### src/rtl/i2s_adc_rx.sv
// i2s_adc_rx: I2S receiver for the codec ADC path.
// Oversamples BCLK/ADCLRC/ADCDAT in the clk domain, deserialises MSB-first
// words and emits one left/right sample pair per LRC frame.
// Ports:
//   clk, reset_n        system clock (>= 4x BCLK), async active-low reset
//   enable              capture enable (codec configuration done)
//   bclk/adclrc/adcdat  raw codec I2S pins, asynchronous to clk
//   sample_l/sample_r   last complete frame, two's complement
//   valid               1-clk pulse when sample_l/sample_r update
//   frame_err           sticky short-slot flag, cleared while enable=0
module i2s_adc_rx #(
  parameter int unsigned DATA_W = 16
) (
  input  logic              clk,
  input  logic              reset_n,
  input  logic              enable,
  input  logic              bclk,
  input  logic              adclrc,
  input  logic              adcdat,
  output logic [DATA_W-1:0] sample_l,
  output logic [DATA_W-1:0] sample_r,
  output logic              valid,
  output logic              frame_err
);

  localparam int unsigned CNT_W = $clog2(DATA_W + 1);

  typedef enum logic [1:0] {IDLE, SYNC, LEFT, RIGHT} state_t;

  state_t            state;
  logic              bclk_s1, bclk_s2, bclk_s3;
  logic              lrc_s1, lrc_s2, dat_s1, dat_s2;
  logic              lrc_prev;
  logic [CNT_W-1:0]  bit_cnt;
  logic [DATA_W-1:0] shift;
  logic [DATA_W-1:0] left_buf;
  logic              left_ok, right_ok;

  logic              bclk_rise_c, boundary_c, bit_done_c;
  logic [DATA_W-1:0] word_c;

  // Two-flop synchronisers; bclk gets a third flop for edge detection.
  always_ff @(posedge clk or negedge reset_n) begin
    if (!reset_n) begin
      bclk_s1 <= 1'b0;
      bclk_s2 <= 1'b0;
      bclk_s3 <= 1'b0;
      lrc_s1  <= 1'b0;
      lrc_s2  <= 1'b0;
      dat_s1  <= 1'b0;
      dat_s2  <= 1'b0;
    end else begin
      bclk_s1 <= bclk;
      bclk_s2 <= bclk_s1;
      bclk_s3 <= bclk_s2;
      lrc_s1  <= adclrc;
      lrc_s2  <= lrc_s1;
      dat_s1  <= adcdat;
      dat_s2  <= dat_s1;
    end
  end

  assign bclk_rise_c = bclk_s2 & ~bclk_s3;
  // The LRC edge is the I2S one-bit-delay point; its dat bit is never captured.
  assign boundary_c  = bclk_rise_c & (lrc_s2 != lrc_prev);
  assign bit_done_c  = bclk_rise_c & ~boundary_c & (bit_cnt == CNT_W'(DATA_W - 1));
  assign word_c      = {shift[DATA_W-2:0], dat_s2};

  // Slot deserialiser: restarts on every boundary, saturates after DATA_W bits.
  always_ff @(posedge clk or negedge reset_n) begin
    if (!reset_n) begin
      lrc_prev <= 1'b0;
      bit_cnt  <= '0;
      shift    <= '0;
    end else if (bclk_rise_c) begin
      lrc_prev <= lrc_s2;
      if (boundary_c) begin
        bit_cnt <= '0;
        shift   <= '0;
      end else if (bit_cnt < CNT_W'(DATA_W)) begin
        bit_cnt <= bit_cnt + CNT_W'(1);
        shift   <= word_c;
      end
    end
  end

  // Frame FSM; valid only fires for a frame whose left and right words are both full.
  always_ff @(posedge clk or negedge reset_n) begin
    if (!reset_n) begin
      state     <= IDLE;
      sample_l  <= '0;
      sample_r  <= '0;
      valid     <= 1'b0;
      frame_err <= 1'b0;
      left_buf  <= '0;
      left_ok   <= 1'b0;
      right_ok  <= 1'b0;
    end else begin
      valid <= 1'b0;
      if (!enable) begin
        state     <= IDLE;
        left_ok   <= 1'b0;
        right_ok  <= 1'b0;
        frame_err <= 1'b0;
      end else begin
        case (state)
          IDLE: state <= SYNC;
          SYNC: begin
            if (boundary_c && !lrc_s2) begin
              state   <= LEFT;
              left_ok <= 1'b0;
            end
          end
          LEFT: begin
            if (bit_done_c) begin
              left_buf <= word_c;
              left_ok  <= 1'b1;
            end
            if (boundary_c && lrc_s2) begin
              state    <= RIGHT;
              right_ok <= 1'b0;
              if (!left_ok) frame_err <= 1'b1;
            end
          end
          RIGHT: begin
            if (bit_done_c) begin
              right_ok <= 1'b1;
              if (left_ok) begin
                sample_l <= left_buf;
                sample_r <= word_c;
                valid    <= 1'b1;
              end
            end
            if (boundary_c && !lrc_s2) begin
              state   <= LEFT;
              left_ok <= 1'b0;
              if (!right_ok) frame_err <= 1'b1;
            end
          end
          default: state <= IDLE;
        endcase
      end
    end
  end

endmodule

### config.mk
export PLATFORM = sky130hd
export DESIGN_NAME = i2s_adc_rx
export DESIGN_NICKNAME = d
export VERILOG_FILES = /design/src/rtl/i2s_adc_rx.sv
export SDC_FILE = /design/constraint.sdc
export NUM_CORES = 1
export LEC_CHECK = 0
export CAP_MARGIN = 20
export CORE_MARGIN = 4
export CORE_UTILIZATION = 54
export CTS_CLUSTER_SIZE = 24
export DETAILED_ROUTE_END_ITERATION = 8
export MAX_ROUTING_LAYER = met4
export PLACE_DENSITY = 0.88
export SYNTH_ARGS = -nofsm -noshare
export SYNTH_HDL_FRONTEND = slang
export SYNTH_SLANG_ARGS = --single-unit
export TNS_END_PERCENT = 30
### constraint.sdc
create_clock -name clk -period 2.75 [get_ports clk]
set_input_delay 0.4125 -clock clk [delete_from_list [all_inputs] [get_ports clk]]
set_output_delay 0.4125 -clock clk [all_outputs]
set_load 0.02 [all_outputs]
==> results.cfg <==
[route]
post_drt_wl_per_cell_microns = 16.76
dr.pass1.iters = 4
ant_nets = 0
drt-total-wl_microns = 5397
vias_per_cell = 5.547
drt_first_iter_violations = 86
drc = 0
vias = 1786

[die]
top_level_ports = 40
die_h_microns = 84.51
die_area_sq_um = 7141
start_util_pct = 56.36
coreArea_sq_um = 5608
num_rows = 27
die_x_microns = 84.51

[timing]
setup_viol = 0
fin_hold_ws_ns = 0.2293
max_freq_mhz = 464.6
worstMarginPinSlew_ns = 0.9772
hold_viol_final = 0
max_slew_margin_pct = 34.86
fin_crit_ns = 2.152
final.setup.tns_ns = 0
drv_slew = 0
fin_crit_sh_pct = 78.27
grt_setup_unrepaired = false
finClkSkew_ns = 0.006997

[clock_network]
cts_tree = done
hold_buffers = 0
cts_resized = 0
clock_sinks = 82
cts_setup_buffers = 0
clock-root-buffer = clkbuf_8
clk_path_buf_depth = 2
clk_latency_ns = 0.34
numCtsBuffers = 9
clk_pin_slew_ns = 0.08
htree_levels = 3

[pwr]
ir_drop_uv = 477.5
power.leakage_uw = 0.001810
pwr_density_cell_nw_per_um2 = 568.4
totalPowerFinal_uw = 2158

[job]
cap_violations = 0

[finish]
stdcell_count = 322
nNetsFinal = 255
syn_to_final_growth_pct = 20.15
drive_gt1_share_pct = 28.80
fin_util_pct = 67.72
antenna_cells = 0

[setup_path]
reg2reg_setup_slack_ns = 0.60
crit_type = reg2reg
startpoint_type = register
crit_path_cell_trace = ha_1, and3_1, ha_1, nand3b_1, nor4_4, buf_4, mux2_2
required_ns = 2.97
cp_common_cell = ha_1
arrival_ns = 2.37
worst_setup_path_end_kind = register
crit_slowest_cell = dfrtp_1
critPathMaxStageDelay_ns = 0.39
r2r_end = left_buf[13]
timing.rr.start = bit_cnt[0]
r2r_cells = 7
cp_max_fo = 16

[global_route]
grt_max_degree = 83
grt_pass1_wl_microns = 9280
grt_overflow = 0
grt_usage_pct = 17.40
first_global_vias = 1852
antenna_found_initial = 0

[hold_path]
worstHoldPathType = in2async

[synthesis]
synth_top_area_cell = dfrtp_1
synth.top_cells.by_count = dfrtp_1 (82), mux2_2 (47), a22o_1 (17)
yosysTopAreaCellShare_pct = 64.92
synth_ff_type = dfrtp_1
netlist_instances = 201
muxShareOfSynthArea_pct = 17.78
syn-cell-area_sq_um = 3161
synth_xor_area_share_pct = 0.8709
synth_compound_area_share_pct = 7.522
synth_most_common_cell = dfrtp_1
synth-edff-count = 0
syn-mean-instance-area_sq_um = 15.72
synth_nets = 209
synth_top_family_by_area = multiplexers
synth_async_sr_flop_share_pct = 100.0
seq_area_frac_synth_pct = 64.92
synth_cell_types = 35
synthSimpleGateAreaFrac_pct = 5.938
synthAdderAreaFrac_pct = 0.7918
synth-seq-cells = 82
yosysWarningCount = 0
synth_area_leaders = dfrtp_1 (65%), mux2_2 (17%), a22o_1 (4.7%)

[run_status]
status = complete, no violations

[placed_design]
dp.cells = 307
portBuffers = 39
hpwl_microns = 3475
gp_congestion = 0.7266
==> stage by stage <==
| stage | instance area (sq um) | setup WS [ns] |
|---|---|---|
| 6_report | 3797 | 0.5977 |
| 5_1_grt | 3797 | 0.4636 |
| 4_1_cts | 3786 | 0.5762 |
| 3_5_place_dp | 3608 | 0.5568 |
| 3_3_place_gp | 3608 | 0.6189 |
| 2_1_floorplan | 3161 | 0.7150 |
==> layout make-up <==
| type | instances | area [sq um] |
|---|---|---|
| Timing Repair Buffer | 42 | 426.7 |
| Tap cell | 72 | 90.09 |
| Clock inverter | 2 | 12.51 |
| Inverter | 3 | 11.26 |
| Sequential cell | 82 | 2052 |
| Fill cell | 425 | 1810 |
| Clock buffer | 12 | 165.2 |
| Multi-Input combinational cell | 109 | 1040 |
==> worst max path at each step <==
stage	cells past startpoint	start	slack [ns]	to
after floorplan	7	bit_cnt[0]	0.72	left_buf[10]
after global placement	5	enable	0.62	sample_r[9]
after detailed placement	5	enable	0.56	sample_r[15]
after CTS	7	bit_cnt[0]	0.58	left_buf[4]
after global routing	7	bit_cnt[0]	0.46	left_buf[1]
final	7	bit_cnt[0]	0.60	left_buf[13]
==> logic make-up after synthesis <==
group / after synthesis
buffers and inverters: 10
flip-flops: 82
multiplexers: 50
adder cells (fa/ha/maj): 2
XOR/XNOR: 1
AND/OR/NAND/NOR: 26
AO/OA/AOI/OAI: 30
==> metal layers <==
metal	up-vias	track usage (%)	share of wire, %
li1	822	-	-
met2	49	25.55	50
met4	0	6.043	0.74
met5	-	-	0
met1	913	22.48	44
met3	2	6.281	5.3
==> cells in the final DEF (no fill, tap or decap), drive strengths merged, types with 2 or more instances in the layout <==
cell           netlist  routed
mux2                49      49
nand3b               2       2
inv                  3       3
nor2b                3       3
clkbuf               2      12
ha                   2       2
clkdlybuf4s50        0      38
nor2                 2       2
a21oi                2       2
dfrtp               82      82
a22o                17      17
o31ai                2       2
nor4                 3       3
nand2                5       5
nand2b               2       2
o21ai                4       4
nor3                 3       3
buf                  5       4
==> sequential cells by signal, summed over array words and instances, names as in the netlist <==
signal,flops
sample_r,16
state,2
lrc_s1,1
bclk_s3,1
dat_s2,1
frame_err,1
left_ok,1
bit_cnt,5
sample_l,16
lrc_prev,1
left_buf,16
valid,1
shift,15
dat_s1,1
lrc_s2,1
bclk_s1,1
right_ok,1
bclk_s2,1
==> power by group <==
group	switching (uW)	internal [uW]
combinational	67.2	44.4
clock	382	391
sequential	35.6	1240
==> critical path: cells and delay by family, from the launching register on <==
family                   cells  cell delay [ns]
AND/OR/NAND/NOR              3             0.65
flip-flops                   1             0.39
multiplexers                 1             0.37
adder cells (fa/ha/maj)      2             0.32
buffers and inverters        1             0.31
Power figures use the tool's default switching activity.
